===== src/rtl/alu_result_tx.sv =====
// alu_result_tx: snapshots the ALU result and carry flag on request and sends them
// out on one UART line as two back-to-back 8N1 words (result, then carry byte).
`default_nettype none

module alu_result_tx #(
  parameter int SIZEDATA     = 8,
  parameter int CLKS_PER_BIT = 868
) (
  input  logic                clk_i,
  input  logic                rst_ni,
  input  logic [SIZEDATA-1:0] result_i,
  input  logic                carry_i,
  input  logic                send_i,
  output logic                tx_o,
  output logic                busy_o,
  output logic                done_o
);

  localparam int BAUD_W = (CLKS_PER_BIT > 1) ? $clog2(CLKS_PER_BIT) : 1;
  localparam int BIT_W  = (SIZEDATA > 1) ? $clog2(SIZEDATA) : 1;

  localparam logic [BAUD_W-1:0] BAUD_LAST = BAUD_W'(CLKS_PER_BIT - 1);
  localparam logic [BIT_W-1:0]  BIT_LAST  = BIT_W'(SIZEDATA - 1);

  localparam logic [1:0] S_IDLE  = 2'd0;
  localparam logic [1:0] S_START = 2'd1;
  localparam logic [1:0] S_DATA  = 2'd2;
  localparam logic [1:0] S_STOP  = 2'd3;

  logic [1:0]          state_q, state_d;
  logic [SIZEDATA-1:0] shift_q, shift_d;
  logic                carry_q, carry_d;
  logic [BIT_W-1:0]    bit_q, bit_d;
  logic [BAUD_W-1:0]   baud_q, baud_d;
  logic                word_q, word_d;
  logic                tx_q, tx_d;
  logic                busy_q, busy_d;
  logic                done_q, done_d;
  logic                baud_tick;

  assign baud_tick = (baud_q == BAUD_LAST);

  always_comb begin
    state_d = state_q;
    shift_d = shift_q;
    carry_d = carry_q;
    bit_d   = bit_q;
    baud_d  = baud_q;
    word_d  = word_q;

    case (state_q)
      S_IDLE: begin
        baud_d = '0;
        if (send_i) begin
          shift_d = result_i;
          carry_d = carry_i;
          word_d  = 1'b0;
          bit_d   = '0;
          state_d = S_START;
        end
      end

      S_START: begin
        if (baud_tick) begin
          baud_d  = '0;
          bit_d   = '0;
          state_d = S_DATA;
        end else begin
          baud_d = baud_q + 1'b1;
        end
      end

      S_DATA: begin
        if (baud_tick) begin
          baud_d  = '0;
          shift_d = shift_q >> 1;
          if (bit_q == BIT_LAST) begin
            state_d = S_STOP;
          end else begin
            bit_d = bit_q + 1'b1;
          end
        end else begin
          baud_d = baud_q + 1'b1;
        end
      end

      S_STOP: begin
        if (baud_tick) begin
          baud_d = '0;
          if (!word_q) begin
            // Second word carries only the flag; it follows with no idle gap.
            shift_d = {{(SIZEDATA-1){1'b0}}, carry_q};
            word_d  = 1'b1;
            state_d = S_START;
          end else begin
            state_d = S_IDLE;
          end
        end else begin
          baud_d = baud_q + 1'b1;
        end
      end

      default: begin
        state_d = S_IDLE;
      end
    endcase
  end

  // Outputs are registered from the current state, so they trail the FSM by
  // one cycle; DONE fires on the edge where BUSY drops after a full frame.
  always_comb begin
    tx_d   = 1'b1;
    busy_d = (state_q != S_IDLE);
    done_d = (state_q == S_IDLE) && busy_q;
    if (state_q == S_START) begin
      tx_d = 1'b0;
    end else if (state_q == S_DATA) begin
      tx_d = shift_q[0];
    end
  end

  always_ff @(posedge clk_i or negedge rst_ni) begin
    if (!rst_ni) begin
      state_q <= S_IDLE;
      shift_q <= '0;
      carry_q <= 1'b0;
      bit_q   <= '0;
      baud_q  <= '0;
      word_q  <= 1'b0;
      tx_q    <= 1'b1;
      busy_q  <= 1'b0;
      done_q  <= 1'b0;
    end else begin
      state_q <= state_d;
      shift_q <= shift_d;
      carry_q <= carry_d;
      bit_q   <= bit_d;
      baud_q  <= baud_d;
      word_q  <= word_d;
      tx_q    <= tx_d;
      busy_q  <= busy_d;
      done_q  <= done_d;
    end
  end

  assign tx_o   = tx_q;
  assign busy_o = busy_q;
  assign done_o = done_q;

endmodule

`default_nettype wire


===== config.mk =====
export PLATFORM = sky130hd
export DESIGN_NAME = alu_result_tx
export DESIGN_NICKNAME = d
export VERILOG_FILES = /design/src/rtl/alu_result_tx.sv
export SDC_FILE = /design/constraint.sdc
export NUM_CORES = 1
export LEC_CHECK = 0
export ABC_AREA = 1
export BUFFER_PORTS_ARGS = -buffer_cell sky130_fd_sc_hd__buf_2
export CAP_MARGIN = 20
export CORE_ASPECT_RATIO = 0.9
export CORE_UTILIZATION = 57
export CTS_CLUSTER_SIZE = 24
export DETAILED_ROUTE_END_ITERATION = 16
export PLACE_DENSITY = 0.88
export SLEW_MARGIN = 10
export SYNTH_ARGS = -nofsm -noshare
export SYNTH_HDL_FRONTEND = slang
export SYNTH_SLANG_ARGS = --single-unit

===== constraint.sdc =====
create_clock -name clk_i -period 1.91 [get_ports clk_i]
set_input_delay 0.2865 -clock clk_i [delete_from_list [all_inputs] [get_ports clk_i]]
set_output_delay 0.2865 -clock clk_i [all_outputs]
set_load 0.02 [all_outputs]

==> results of run 1 <==
kinds of logic after synthesis:
| logic type | synth area share |
|---|---|
| AND/OR/NAND/NOR | 0.245 |
| AO/OA/AOI/OAI | 0.115 |
| adder cells (fa/ha/maj) | 0.0679 |
| XOR/XNOR | 0.0238 |
| flip-flops | 0.476 |
| buffers and inverters | 0.0721 |
where the power goes:
group	internal (uW)	leakage, uW	total, uW	switching [uW]
sequential	806	0.000360	940	134
clock	213	0.0000279	389	177
combinational	452	0.000452	1320	864
final timing paths:
kind / startpoint / depth (start not counted) / to / slack, ns
max: state_q[0] / 9 / state_q[0] / 0.14
min: carry_i / 3 / carry_q / 0.20
max reg2reg: state_q[0] / 9 / state_q[0] / 0.14
min reg2reg: baud_q[0] / 1 / baud_q[0] / 0.48
max in group asynchronous: rst_ni / 2 / baud_q[2] / 1.05
min in group asynchronous: rst_ni / 2 / bit_q[2] / 0.47
stage by stage:
step	setup slack [ns]	hold slack, ns	utilization	instance area [sq um]
floorplan	0.210	-0.00909	-	1470
global placement	0.224	0.322	0.637	1560
detailed placement	0.0872	0.324	0.637	1560
CTS	0.0582	0.214	0.663	1620
global route	-0.00663	0.214	0.668	1630
finish	0.145	0.200	0.668	1630
cells in the final DEF (no fill, tap or decap), drive strengths merged:
| cell | count |
|---|---|
| o21ai | 11 |
| dlygate4sd3 | 1 |
| or2 | 1 |
| nor2 | 23 |
| nand4 | 5 |
| dfrtp | 27 |
| nand3 | 8 |
| bufinv | 1 |
| inv | 19 |
| buf | 16 |
| dfstp | 1 |
| clkbuf | 3 |
| a211oi | 1 |
| xor2 | 2 |
| nand2 | 39 |
| a22oi | 7 |
| nor3b | 2 |
| a21oi | 7 |
| ha | 8 |
| xnor2 | 2 |
cell usage after synthesis:
cell type | n | area, sq um
sky130_fd_sc_hd__a211oi_1 | 1 | 7.51
sky130_fd_sc_hd__a21oi_1 | 7 | 35.0
sky130_fd_sc_hd__a22oi_1 | 7 | 52.6
sky130_fd_sc_hd__buf_12 | 1 | 20.0
sky130_fd_sc_hd__buf_6 | 1 | 11.3
sky130_fd_sc_hd__clkbuf_1 | 1 | 3.75
sky130_fd_sc_hd__dfrtp_1 | 27 | 676
sky130_fd_sc_hd__dfstp_2 | 1 | 26.3
sky130_fd_sc_hd__ha_1 | 8 | 100
sky130_fd_sc_hd__inv_1 | 18 | 67.6
sky130_fd_sc_hd__inv_2 | 1 | 3.75
sky130_fd_sc_hd__nand2_1 | 34 | 128
sky130_fd_sc_hd__nand2_2 | 4 | 25.0
sky130_fd_sc_hd__nand2_8 | 1 | 20.0
sky130_fd_sc_hd__nand3_1 | 8 | 40.0
sky130_fd_sc_hd__nand4_1 | 5 | 31.3
sky130_fd_sc_hd__nor2_1 | 21 | 78.8
sky130_fd_sc_hd__nor2_2 | 1 | 6.26
sky130_fd_sc_hd__nor2_4 | 1 | 11.3
sky130_fd_sc_hd__nor3b_1 | 2 | 15.0
sky130_fd_sc_hd__o21ai_0 | 8 | 40.0
sky130_fd_sc_hd__o21ai_2 | 2 | 17.5
sky130_fd_sc_hd__o21ai_4 | 1 | 16.3
sky130_fd_sc_hd__or2_1 | 1 | 6.26
sky130_fd_sc_hd__xnor2_1 | 2 | 17.5
sky130_fd_sc_hd__xor2_1 | 2 | 17.5
routing by layer:
layer / vias to the layer above / track usage
li1: 579 / -
met1: 548 / 0.260
met5: - / 0
met4: 0 / 0.108
met2: 34 / 0.396
met3: 7 / 0.0412
sequential cells by signal, summed over array words and instances (netlist names):
name     count
baud_q      10
shift_q      8
bit_q        3
state_q      2
busy_o       1
carry_q      1
done_o       1
tx_o         1
word_q       1
critical path, delay by kind of cell, from the launching register on:
family	cells	cell delay, ns
buf+inv	4	0.55
compound gates	1	0.20
flops	1	0.45
fa+ha+maj	1	0.26
simple gates	3	0.24
what timing repair did:
item,in CTS,in global routing
setup endpoints to repair,0,10
gates resized for setup,0,3
hold buffers,1,0
endpoints found under the hold margin,27,0
buffers inserted,0,0
final cells by class:
| type | instances | area, sq um | area share |
|---|---|---|---|
| well taps | 28 | 35.0 | 0.0214 |
| inverters | 19 | 71.3 | 0.0436 |
| repair buffers | 17 | 95.1 | 0.0582 |
| clock buffers | 3 | 22.5 | 0.0138 |
| flip-flops and latches | 28 | 702 | 0.430 |
| multi-input cells | 116 | 678 | 0.415 |
| clock inverters | 1 | 30.0 | 0.0184 |
==> flow_summary.rst, run 1 <==
.. list-table::
   :header-rows: 1

   * - Metric
     - Value
   * - Run status
     - finished, final reports clean
   * - Clock net sink count
     - 28
   * - Standard-cell rows
     - 17
   * - Kind of path behind the tightest hold check
     - in -> reg
   * - Clk pin slew, worst setup/hold paths
     - 0.15 ns
   * - Number of max-slew violations in the final report
     - 0
   * - Clock H-tree levels
     - 1
   * - Cell breakdown of the critical path
     - inv_1 > ha_1 > buf_4 > inv_1 > o21ai_0 > inv_1 > nand3_1 > nand2_1 > nand2_1
   * - TritonCTS Buffers
     - 3
   * - Initial antenna violation count
     - 0
   * - Met3 Wirelength
     - 117 microns
   * - HPWL after detailed placement
     - 2110 microns
   * - Detailed-route DRC error count
     - 0
   * - Path type of the worst setup path
     - reg -> reg
   * - Placed cells
     - 207
   * - Unrepaired setup endpoints after global routing
     - true
   * - Distinct cells, synth
     - 26
   * - Mapped Nets
     - 186
   * - #FFs+latches synth
     - 28
   * - Accumulated negative setup slack
     - 0 ns
   * - Period Utilization, post-route
     - 0.924
   * - CORE AREA
     - 0.00245 sq mm
   * - Post-synthesis area per instance
     - 8.88 sq um
   * - Worst-Margin Slew
     - 0.602 ns
   * - Filler Cell Count
     - 190
   * - Peak ir drop on the vdd network
     - roughly 1200 uV
   * - Detailed-router iteration count before antenna repair
     - 4
   * - Antenna cells
     - 0
   * - Part of the Yosys area used for sequential elements
     - 0.476
   * - Post-DRT Antenna Nets
     - 0
   * - Global-route wire length before repair
     - 4770 microns
   * - Global routing usage summed across all routing layers
     - 0.222
   * - Wire length the detailed router placed on met1
     - 1240 microns
   * - Cell area after synthesis
     - approximately 0.0015 sq mm
   * - Fin nets
     - 205
   * - Fin cells
     - 212
   * - Largest fanout on the critical path
     - 11
   * - Power density relative to cell area
     - about 1600 mW/mm^2
   * - Overall via count from detail_route
     - 1,168
   * - Max-cap viol count
     - 0
   * - Max-Slew Margin vs Limit
     - 0.599
   * - Required time at the worst-slack endpoint
     - 2.19 ns
   * - Largest clock skew in the final design
     - ~0.0079 ns
   * - Routed met2 length
     - 1550 microns
   * - Static Leakage
     - roughly 0.00084 uW
   * - Timing-limited maximum frequency
     - 567 MHz
   * - Power Total
     - 2650 uW
   * - Top metal layer carrying routed signals
     - met4
   * - CP endpoint kind
     - flop
   * - Clock tree root driver cell
     - sky130_fd_sc_hd__clkbuf_4
   * - Fin crit period
     - 1.77 ns
   * - Crit path launch type
     - flop
   * - Cell at the slowest stage of the critical path
     - sky130_fd_sc_hd__dfrtp_1
   * - Number of top-level pins
     - 15
   * - Port bufs
     - 14
   * - Width of the die
     - 55.6 microns
   * - Fraction of layout cells with a size suffix above 1
     - 0.185
   * - Mean number of vias per cell
     - 5.51
   * - CTS tree
     - done
   * - P&R area growth vs syn
     - 10.9%
   * - Total of endpoints with negative setup slack in the final report
     - 0
   * - Overflow after GRT
     - 0
   * - Final Hold Fails
     - 0
   * - Die Height
     - 50.2 microns
   * - Initial drt markers
     - 26
   * - Number of cells produced by synthesis
     - 166
   * - Max incr delay on CP
     - between 0.4 and 0.5 ns
   * - Final weighted congestion of routability-driven global placement
     - 0.858
   * - Via count of the first global-routing pass
     - around 1,100
   * - Die Area
     - approximately 0.0028 sq mm
   * - Signal arrival time at the worst endpoint
     - 2.04 ns
   * - Most frequent CP cell
     - sky130_fd_sc_hd__inv_1
   * - Worst-Skew Late Latency
     - between 0.3 and 0.4 ns
   * - Largest net degree at the start of global routing
     - 29
   * - Count of warnings emitted by yosys
     - 0
   * - Routed length per placed instance
     - between 10 and 15 microns
   * - Clock Tree Buf Depth
     - 2
   * - Detailed Route WL
     - 2970 microns
   * - Starting Density
     - 0.603
Note: power is estimated with default switching activity, not from simulation.
==> run 2, diff against run 1 <==
--- a/config.mk
+++ b/config.mk
@@ -9,10 +9,10 @@
 export BUFFER_PORTS_ARGS = -buffer_cell sky130_fd_sc_hd__buf_2
 export CAP_MARGIN = 20
 export CORE_ASPECT_RATIO = 0.9
-export CORE_UTILIZATION = 57
+export CORE_UTILIZATION = 41
 export CTS_CLUSTER_SIZE = 24
 export DETAILED_ROUTE_END_ITERATION = 16
-export PLACE_DENSITY = 0.88
+export PLACE_DENSITY = 0.7
 export SLEW_MARGIN = 10
 export SYNTH_ARGS = -nofsm -noshare
 export SYNTH_HDL_FRONTEND = slang
==> flow_summary.rst, run 2 (synthesis results as in run 1) <==
.. list-table::
   :header-rows: 1

   * - Metric
     - Value
   * - Power density relative to cell area
     - 1560 mW/mm^2
   * - Registers with the highest flip-flop counts
     - baud_q: 10 flops, shift_q: 8 flops, bit_q: 3 flops
   * - Most frequent CP cell
     - sky130_fd_sc_hd__nand2_1
   * - Clock H-tree levels
     - 1
   * - Top register by number of flip-flops
     - baud_q
   * - Routed length per placed instance
     - 11.7 microns
   * - Most common cell after layout, fill and taps aside
     - sky130_fd_sc_hd__nand2_1
   * - Final Hold Fails
     - 0
   * - Standard-cell rows
     - 20
   * - Worst r2r path cells
     - 7
   * - Die Height
     - 58.9 microns
   * - Post-DRT Antenna Nets
     - 0
   * - Crit path launch type
     - flop
   * - Number of top-level pins
     - 15
   * - P&R area growth vs syn
     - 12.4%
   * - Starting Density
     - 0.433
   * - Reg2Reg Launch Point
     - state_q[0]
   * - Top cell family by delay on the critical path
     - flip-flops
   * - Die Area
     - 0.00384 sq mm
   * - Fin nets
     - 206
   * - Kind of path behind the tightest hold check
     - in -> async
   * - Global-route wire length before repair
     - 4570 microns
   * - Number of max-slew violations in the final report
     - 0
   * - Signal arrival time at the worst endpoint
     - about 1.8 ns
   * - Detailed Route WL
     - 2670 microns
   * - Max incr delay on CP
     - 0.43 ns
   * - Total of endpoints with negative setup slack in the final report
     - 0
   * - Smallest hold slack
     - 0.0262 ns
   * - Period Utilization, post-route
     - 0.876
   * - Initial antenna violation count
     - 0
   * - Accumulated negative setup slack
     - 0 ns
   * - Final weighted congestion of routability-driven global placement
     - about 0.85
   * - Max-cap viol count
     - 0
   * - Worst-Margin Slew
     - 0.627 ns
   * - Worst-Skew Late Latency
     - 0.27 ns
   * - Width of the die
     - 65.2 microns
   * - CP endpoint kind
     - flop
   * - TritonCTS Buffers
     - 3
   * - CORE AREA
     - 0.00340 sq mm
   * - HPWL after detailed placement
     - 2000 microns
   * - Fin cells
     - between 200 and 250
   * - Overall via count from detail_route
     - 1,159
   * - Clk pin slew, worst setup/hold paths
     - 0.09 ns
   * - Port bufs
     - 14
   * - Filler Cell Count
     - roughly 350
   * - Cell breakdown of the critical path
     - inv_1 > ha_1 > buf_4 > a22oi_1 > nand3_1 > nand2_1 > nand2_1
   * - Mean number of vias per cell
     - slightly above 5
   * - Placed cells
     - 224
   * - Clock tree root driver cell
     - sky130_fd_sc_hd__clkbuf_8
   * - Overflow after GRT
     - 0
   * - Max-Slew Margin vs Limit
     - 0.582
   * - Largest fanout on the critical path
     - 8
   * - Path type of the worst setup path
     - reg -> reg
   * - CTS tree
     - done
   * - Unrepaired setup endpoints after global routing
     - false
   * - Capture point of the worst reg-to-reg path
     - bit_q[1]
   * - Fin crit period
     - 1.67 ns
   * - Detailed-route DRC error count
     - 0
   * - Number of flip-flops under the largest register name
     - 10
   * - Antenna cells
     - 0
   * - Largest clock skew in the final design
     - 0.00230 ns
   * - Timing-limited maximum frequency
     - 598 MHz
   * - Required time at the worst-slack endpoint
     - ~2.1 ns
   * - Cell at the slowest stage of the critical path
     - sky130_fd_sc_hd__dfrtp_1
   * - Commonest non-fill, non-tap cells in the layout
     - sky130_fd_sc_hd__nand2_1, sky130_fd_sc_hd__dfrtp_1, sky130_fd_sc_hd__nor2_1, sky130_fd_sc_hd__inv_1, sky130_fd_sc_hd__buf_2
   * - Static Leakage
     - between 0.0008 and 0.0009 uW
   * - Setup slack on the worst flop-to-flop path
     - 0.24 ns
   * - Via count of the first global-routing pass
     - around 1,000
   * - Global routing usage summed across all routing layers
     - 0.155
   * - Number of buffers inserted for hold repair after clock tree synthesis
     - 0
   * - Clock net sink count
     - 28
   * - Run status
     - finished, final reports clean
   * - Largest net degree at the start of global routing
     - 29
   * - Fraction of layout cells with a size suffix above 1
     - 0.189
   * - Peak ir drop on the vdd network
     - 478 uV
   * - Initial drt markers
     - 89
   * - Number of buffers and inverters on the critical path
     - 2
   * - Clock Tree Buf Depth
     - 2
   * - Detailed-router iteration count before antenna repair
     - 4
run 2: changes by cell type in the layout (fill, tap and decap cells not counted):
| cell | previous run | this run |
|---|---|---|
| sky130_fd_sc_hd__clkbuf_4 | 3 | 0 |
| sky130_fd_sc_hd__dlygate4sd3_1 | 1 | 0 |
| sky130_fd_sc_hd__a22oi_2 | 1 | 0 |
| sky130_fd_sc_hd__a22oi_1 | 6 | 7 |
| sky130_fd_sc_hd__buf_4 | 2 | 4 |
| sky130_fd_sc_hd__bufinv_16 | 1 | 0 |
| sky130_fd_sc_hd__clkbuf_8 | 0 | 4 |
run 2: cell type report:
| cell class | instances | area, sq um | area share |
|---|---|---|---|
| inverter | 19 | 71.3 | 0.0431 |
| sequential | 28 | 702 | 0.424 |
| timing repair buffer | 18 | 100 | 0.0604 |
| clock buffer | 4 | 55.1 | 0.0332 |
| tap | 44 | 55.1 | 0.0332 |
| multi-input combinational | 116 | 673 | 0.406 |
run 2: stage by stage:
step | utilization | setup WS (ns) | total power, uW | area, sq um
after floorplan | - | 0.210 | 1980 | 1470
after global placement | 0.466 | 0.148 | 2170 | 1590
after detailed placement | 0.466 | 0.0545 | 2210 | 1590
after CTS | 0.482 | 0.0244 | 2580 | 1640
after global routing | 0.487 | 0.0768 | 2820 | 1660
final | 0.487 | 0.237 | 2590 | 1660
run 2: power breakdown:
part	internal, uW	total, uW	leakage [uW]	switching (uW)
Sequential	808	940	0.000360	133
Combinational	482	1290	0.000457	809
Clock	184	357	0.0000288	173
run 2: repair_timing:
item,CTS,global route
setup buffers,0,1
setup endpoints to repair,0,10
resized for setup,0,2
run 2: worst max path at each step:
| stage | slack [ns] | startpoint | depth (start not counted) | end |
|---|---|---|---|---|
| floorplan | 0.21 | state_q[0] | 10 | shift_q[4] |
| global placement | 0.15 | state_q[0] | 8 | shift_q[4] |
| detailed placement | 0.05 | state_q[0] | 8 | shift_q[4] |
| CTS | 0.02 | state_q[0] | 9 | shift_q[4] |
| global route | 0.08 | state_q[0] | 7 | bit_q[2] |
| finish | 0.24 | state_q[0] | 7 | bit_q[1] |
run 2: worst register-to-register path, cell delays in order, from the launching register on:
cell and delay (ns):
sky130_fd_sc_hd__dfrtp_1 0.43, sky130_fd_sc_hd__inv_1 0.11, sky130_fd_sc_hd__ha_1 0.30, sky130_fd_sc_hd__buf_4 0.20, sky130_fd_sc_hd__a22oi_1 0.23, sky130_fd_sc_hd__nand3_1 0.16, sky130_fd_sc_hd__nand2_1 0.09, sky130_fd_sc_hd__nand2_1 0.05
run 2: per-layer routing:
metal | up-vias | GRT usage | wire (microns)
li1 | 578 | - | -
met1 | 560 | 0.205 | 1320
met2 | 19 | 0.250 | 1230
met3 | 2 | 0.0504 | 106
met4 | 0 | 0.0280 | 16
met5 | - | 0 | 0
